--- src/rtl/pb_sched.sv ---
// -----------------------------------------------------------------------------
// pb_sched
// Queues PB (packet-block) descriptors and launches them one at a time on an
// external enable generator. Each launch issues a one-cycle start pulse with
// the PB length, then tracks the generator read phase (gen_dout_vld) to
// decide when the PB is complete. A watchdog abandons a PB whose generator
// does not finish within TIMEOUT_CYC cycles.
//
// Parameters
//   FIFO_DEPTH   number of queued descriptors (power of two, 2..16)
//   TIMEOUT_CYC  watchdog limit in cycles for one PB
//
// Ports
//   clk           clock, all logic on the rising edge
//   n_rst         asynchronous active-low reset
//   req_vld       descriptor offered
//   req_type      PB type: 0 = PB16, 1 = PB136, 2 = PB520, 3 = reserved
//   req_rdy       descriptor accepted when req_vld && req_rdy
//   gen_start     one-cycle start pulse to the generator
//   gen_len       PB length to the generator, held until the next pop
//   gen_dout_vld  generator read-phase flag
//   busy          scheduler not idle
//   pb_done       one-cycle pulse when a PB completes normally
//   pb_cnt        completed PB count, wraps at 256
//   err_type      one-cycle pulse the cycle after a reserved type is taken
//   err_tout      one-cycle pulse when a PB is abandoned by the watchdog
//   fifo_lvl      number of queued descriptors
// -----------------------------------------------------------------------------
module pb_sched #(
   parameter int          FIFO_DEPTH  = 4,
   parameter logic [11:0] TIMEOUT_CYC = 12'hFFF
) (
   input  logic        clk,
   input  logic        n_rst,
   input  logic        req_vld,
   input  logic [1:0]  req_type,
   output logic        req_rdy,
   output logic        gen_start,
   output logic [11:0] gen_len,
   input  logic        gen_dout_vld,
   output logic        busy,
   output logic        pb_done,
   output logic [7:0]  pb_cnt,
   output logic        err_type,
   output logic        err_tout,
   output logic [4:0]  fifo_lvl
);

   localparam int         AW           = (FIFO_DEPTH > 1) ? $clog2(FIFO_DEPTH) : 1;
   localparam logic [4:0] LP_FULL      = 5'(FIFO_DEPTH);
   localparam logic [1:0] LP_TYPE_RSVD = 2'd3;

   typedef enum logic [2:0] {
      S_IDLE,
      S_LAUNCH,
      S_WAIT_RD,
      S_READ,
      S_GAP
   } state_t;

   state_t        r_state;
   state_t        w_state_nxt;

   logic [1:0]    r_mem [FIFO_DEPTH];
   logic [AW-1:0] r_wr_ptr;
   logic [AW-1:0] r_rd_ptr;
   logic [4:0]    r_lvl;
   logic [11:0]   r_len;
   logic [11:0]   r_wd;
   logic [7:0]    r_cnt;
   logic          r_done;
   logic          r_err_type;
   logic          r_err_tout;

   logic          w_hs;
   logic          w_push;
   logic          w_pop;
   logic          w_wd_hit;
   logic          w_done;
   logic          w_tout;

   // Length table for the stored (non-reserved) types.
   function automatic logic [11:0] f_type_len(input logic [1:0] t);
      case (t)
         2'd0:    f_type_len = 12'h040;
         2'd1:    f_type_len = 12'h220;
         default: f_type_len = 12'h820;
      endcase
   endfunction

   // Ready depends on the registered level only, so there is no
   // combinational path from req_vld back to req_rdy.
   assign req_rdy  = (r_lvl != LP_FULL);
   assign w_hs     = req_vld & req_rdy;
   // Reserved types complete the handshake but are never queued.
   assign w_push   = w_hs & (req_type != LP_TYPE_RSVD);
   // Popping happens exactly on the IDLE -> LAUNCH transition.
   assign w_pop    = (r_state == S_IDLE) & (r_lvl != 5'd0);
   assign w_wd_hit = (r_wd == TIMEOUT_CYC);

   // ---------------- descriptor storage (data, not reset) -----------------
   always_ff @(posedge clk) begin
      if (w_push) begin
         r_mem[r_wr_ptr] <= req_type;
      end
   end

   // ---------------- FIFO pointers and level ------------------------------
   always_ff @(posedge clk or negedge n_rst) begin
      if (!n_rst) begin
         r_wr_ptr <= '0;
         r_rd_ptr <= '0;
         r_lvl    <= 5'd0;
      end else begin
         if (w_push) begin
            r_wr_ptr <= r_wr_ptr + AW'(1);
         end
         if (w_pop) begin
            r_rd_ptr <= r_rd_ptr + AW'(1);
         end
         // Simultaneous push and pop leave the level unchanged.
         case ({w_push, w_pop})
            2'b10:   r_lvl <= r_lvl + 5'd1;
            2'b01:   r_lvl <= r_lvl - 5'd1;
            default: r_lvl <= r_lvl;
         endcase
      end
   end

   // ---------------- FSM state register -----------------------------------
   always_ff @(posedge clk or negedge n_rst) begin
      if (!n_rst) begin
         r_state <= S_IDLE;
      end else begin
         r_state <= w_state_nxt;
      end
   end

   // ---------------- FSM next state ----------------------------------------
   // The watchdog check takes priority over the read-phase flag, so a PB
   // that hits the limit is reported as a timeout rather than a completion.
   always_comb begin
      w_state_nxt = r_state;
      w_done      = 1'b0;
      w_tout      = 1'b0;
      case (r_state)
         S_IDLE: begin
            if (r_lvl != 5'd0) begin
               w_state_nxt = S_LAUNCH;
            end
         end
         S_LAUNCH: begin
            w_state_nxt = S_WAIT_RD;
         end
         S_WAIT_RD: begin
            if (w_wd_hit) begin
               w_state_nxt = S_GAP;
               w_tout      = 1'b1;
            end else if (gen_dout_vld) begin
               w_state_nxt = S_READ;
            end
         end
         S_READ: begin
            if (w_wd_hit) begin
               w_state_nxt = S_GAP;
               w_tout      = 1'b1;
            end else if (!gen_dout_vld) begin
               w_state_nxt = S_GAP;
               w_done      = 1'b1;
            end
         end
         S_GAP: begin
            w_state_nxt = S_IDLE;
         end
         default: begin
            w_state_nxt = S_IDLE;
         end
      endcase
   end

   // ---------------- length, watchdog, counters, pulses -------------------
   always_ff @(posedge clk or negedge n_rst) begin
      if (!n_rst) begin
         r_len      <= 12'd0;
         r_wd       <= 12'd0;
         r_cnt      <= 8'd0;
         r_done     <= 1'b0;
         r_err_type <= 1'b0;
         r_err_tout <= 1'b0;
      end else begin
         if (w_pop) begin
            r_len <= f_type_len(r_mem[r_rd_ptr]);
         end
         // Cleared on entry to LAUNCH, counts only while waiting on the
         // generator; its value outside those states is don't-care.
         if (w_pop) begin
            r_wd <= 12'd0;
         end else if ((r_state == S_WAIT_RD) || (r_state == S_READ)) begin
            r_wd <= r_wd + 12'd1;
         end
         if (w_done) begin
            r_cnt <= r_cnt + 8'd1;
         end
         r_done     <= w_done;
         r_err_type <= w_hs & (req_type == LP_TYPE_RSVD);
         r_err_tout <= w_tout;
      end
   end

   assign gen_start = (r_state == S_LAUNCH);
   assign gen_len   = r_len;
   assign busy      = (r_state != S_IDLE);
   assign pb_done   = r_done;
   assign pb_cnt    = r_cnt;
   assign err_type  = r_err_type;
   assign err_tout  = r_err_tout;
   assign fifo_lvl  = r_lvl;

endmodule

--- config.mk ---
export PLATFORM = sky130hd
export DESIGN_NAME = pb_sched
export DESIGN_NICKNAME = d
export VERILOG_FILES = /design/src/rtl/pb_sched.sv
export SDC_FILE = /design/constraint.sdc
export NUM_CORES = 1
export LEC_CHECK = 0
export ABC_CLOCK_PERIOD_IN_PS = 4400
export CORE_UTILIZATION = 56
export CTS_CLUSTER_DIAMETER = 150
export DETAILED_ROUTE_END_ITERATION = 8
export GPL_ROUTABILITY_DRIVEN = 0
export PLACE_DENSITY = 0.82
export SETUP_SLACK_MARGIN = 0.05
export SYNTH_ARGS = -nofsm -noshare
export SYNTH_HDL_FRONTEND = slang
export SYNTH_SLANG_ARGS = --single-unit
--- constraint.sdc ---
create_clock -name clk -period 4.4 [get_ports clk]
set_clock_uncertainty 0.05 [all_clocks]
set_input_delay 1.32 -clock clk [delete_from_list [all_inputs] [get_ports clk]]
set_output_delay 1.32 -clock clk [all_outputs]
set_load 0.01 [all_outputs]
==> impl_metrics.env <==
export IMPL_status="finished clean"
export IMPL_clock_sinks=47
export IMPL_dieArea_um2=4600
export IMPL_synth_warning_count=0
export IMPL_netlist_top_cells_area="dfrtp_1 40%, edfxtp_1 9.9%, xor2_1 5.4%"
export IMPL_swShare_pct=35.5
export IMPL_dr_first_iter_drc_count=68
export IMPL_powerDensity_nw_per_um2=632
export IMPL_max_freq_ghz=0.268
export IMPL_htreeDepth=2
export IMPL_wl_per_cell_um=14.0
export IMPL_ant_nets=0
export IMPL_synth_edf_count=8
export IMPL_period_share_pct=84.9
export IMPL_cts_buffers=5
export IMPL_p_int_mw=1.15
export IMPL_maxCapViolCount=0
export IMPL_synthCells=215
export IMPL_peakVddDrop_mv=0.466
export IMPL_cp_start_kind="primary input"
export IMPL_syn_area_um2=2430
export IMPL_grt_usage_pct=20.6
export IMPL_cts_setup_buffers=0
export IMPL_ios=37
export IMPL_drive_above_1_share_pct=10.3
export IMPL_diodes=0
export IMPL_cts_tree="done"
export IMPL_grt_pass1_vias=1534
export IMPL_slew_headroom_pct=42.3
export IMPL_synth_cell_types=52
export IMPL_hold_path_class="register to register"
export IMPL_worst_path_buf_inv=2
export IMPL_holdWs_ps=423
export IMPL_worstPathRequired_ps=4530
export IMPL_routed_via_density=5.46
export IMPL_vias=1599
export IMPL_hold_viol=0
export IMPL_cts_clk_slew_worst_paths_ps=90
export IMPL_netlist_area_leader_share_pct=40.2
export IMPL_core_rowCount=23
export IMPL_async_flop_share_pct=83.0
export IMPL_grt_max_degree=40
export IMPL_synthToLayoutAreaGrowth_pct=16.5
export IMPL_rsz0062_at_grt="no"
export IMPL_die_h_um=67.8
export IMPL_dp_slack_ps=373
export IMPL_drt_total_wl_um=4110
export IMPL_synthMostInstantiatedCell="dfrtp_1"
export IMPL_p_comb_share_pct=40.0
export IMPL_dp_final_hpwl_um=2850
export IMPL_finalMaxSlewViolations=0
export IMPL_grt_first_pass_wirelength_um=6980
export IMPL_fin_crit_ps=3740
export IMPL_grt_overflow=0
export IMPL_setup_violations_final=0
export IMPL_cpPeakStageDelay_ps=480
export IMPL_synth_ff_latch_count=47
export IMPL_tightest_slew_ps=865
export IMPL_cts_root_buf="clkbuf_8"
export IMPL_crit_fanout=8
export IMPL_synth_flop_cell="dfrtp_1"
export IMPL_end_kind="register"
export IMPL_die_x_um=67.8
export IMPL_synth_largest_area_cell="dfrtp_1"
export IMPL_cpLargestDelayFamily="compound AO/OA/AOI/OAI gates"
export IMPL_power_switching_mw=0.634
export IMPL_instances_no_fill=293
export IMPL_clk_path_buf_depth=2
export IMPL_num_nets_final=258
export IMPL_power_frac_clock_pct=20.4
export IMPL_dpl_cell_count=285
export IMPL_crit_path_top_delay_cell="clkdlybuf4s50_1"
export IMPL_ys_seq_area_share_pct=50.1
export IMPL_cts_hold_fix_buffers=0
export IMPL_route_detailed_drc=0
export IMPL_initial_core_util_pct=59.4
export IMPL_clk_latency_ps=300
export IMPL_worstSetupPathType="primary input to register"
export IMPL_p_seq_share_pct=39.6
export IMPL_setup_ws_ps=664
export IMPL_synth_common_cells="39 x dfrtp_1, 18 x nor2_1, 15 x nand2_1, 15 x xor2_1, 10 x ha_1"
export IMPL_io_buffers=28
export IMPL_fillers=311
export IMPL_cts_resized=0
export IMPL_drtPass1Iterations=4
export IMPL_setup_tns_ps=0
export IMPL_antenna_found_initial=0
export IMPL_core_area_um2=4090
export IMPL_path_cells="clkdlybuf4s50_1, a21bo_1, a21oi_2, inv_1, ha_1, xor2_1, ha_1, or2_2, a31oi_1, o31ai_1, xor2_1"
export IMPL_synth_avg_cell_area_um2=11.3
export IMPL_p_leak_nw=1.22
export IMPL_crit_arrival_ps=3860
==> worst paths after layout <==
kind	from	to	slack, ps	cells after the start
setup reg to reg	fifo_lvl[1]	fifo_lvl[4]	1450	11
max in group asynchronous	n_rst	r_wd[0]	2680	1
min in group asynchronous	n_rst	err_type	1080	1
hold reg to reg	pb_cnt[7]	pb_cnt[7]	420	1
hold / removal	pb_cnt[7]	pb_cnt[7]	420	1
setup / recovery	req_vld	fifo_lvl[4]	660	11
==> final cells by class <==
class	count	area, µm²	area share (%)
clock buffer	6	72.6	2.57
tap	50	62.6	2.21
timing repair buffer	29	283	10.0
inverter	7	26.3	0.930
multi-input combinational	152	1100	39.1
sequential	47	1220	43.0
clock inverter	2	60.1	2.13
==> worst register-to-register path, stage by stage (launching register included) <==
cell     delay (ps)
dfrtp_1         500
nor4_4          460
a21bo_1         220
a21oi_2          80
inv_1           100
ha_1            350
xor2_1          120
ha_1            230
or2_2           300
a31oi_1         180
o31ai_1         100
xor2_1          150
==> power by group through the flow <==
stage / Clock, mW / Sequential (mW) / Combinational (mW)
6_report: 0.365 / 0.707 / 0.714
5_1_grt: 0.392 / 0.730 / 0.795
4_1_cts: 0.375 / 0.708 / 0.723
3_5_place_dp: 0 / 0.715 / 0.714
3_3_place_gp: 0 / 0.711 / 0.696
2_1_floorplan: 0 / 0.699 / 0.496
==> cell usage in the layout, fill, tap and decap left out, types with 3 or more instances in the layout <==
cell / count
a21oi_1: 7
and2_1: 4
clkbuf_8: 5
clkdlybuf4s50_1: 27
conb_1: 8
dfrtp_1: 39
edfxtp_1: 8
ha_1: 10
inv_1: 7
nand2_1: 15
nand2b_1: 4
nand3_1: 8
nand4_1: 4
nor2_1: 18
nor3_1: 5
or3_1: 3
xnor2_1: 9
xor2_1: 15
==> layer usage <==
layer  wire [µm]  up-vias  track usage, %  part of all wire (%)
met5           0        -               0                     0
met4          52        0            7.03                   1.3
met3         162        7            5.83                   3.9
met2        1990       36            32.5                    48
met1        1910      771            27.3                    46
li1            -      785               -                     -
==> through the flow <==
step | power [mW] | cell area [µm²] | util, %
floorplan | 1.20 | 2450 | -
global placement | 1.41 | 2690 | 65.9
detailed placement | 1.43 | 2690 | 65.9
CTS | 1.81 | 2830 | 69.1
global route | 1.92 | 2830 | 69.1
finish | 1.79 | 2830 | 69.1
==> registers in the layout, summed over array words and instances (netlist names), 2 cells and up <==
signal / count
r_wr_ptr: 2
fifo_lvl: 5
pb_cnt: 8
r_state: 3
r_wd: 12
gen_len: 4
r_mem: 8
r_rd_ptr: 2
==> kinds of logic (layout without fill, tap and decap cells) <==
logic type / count (synthesis) / in the layout / synth area share (%)
compound gates: 18 / 18 / 4.90
xor+xnor: 24 / 24 / 8.66
fa+ha+maj: 10 / 10 / 5.16
buf+inv: 23 / 44 / 5.41
flops: 47 / 47 / 50.1
mux: 7 / 7 / 4.13
other cells: 1 / 8 / 0.155
simple gates: 85 / 85 / 21.5
Power figures use the tool's default switching activity.
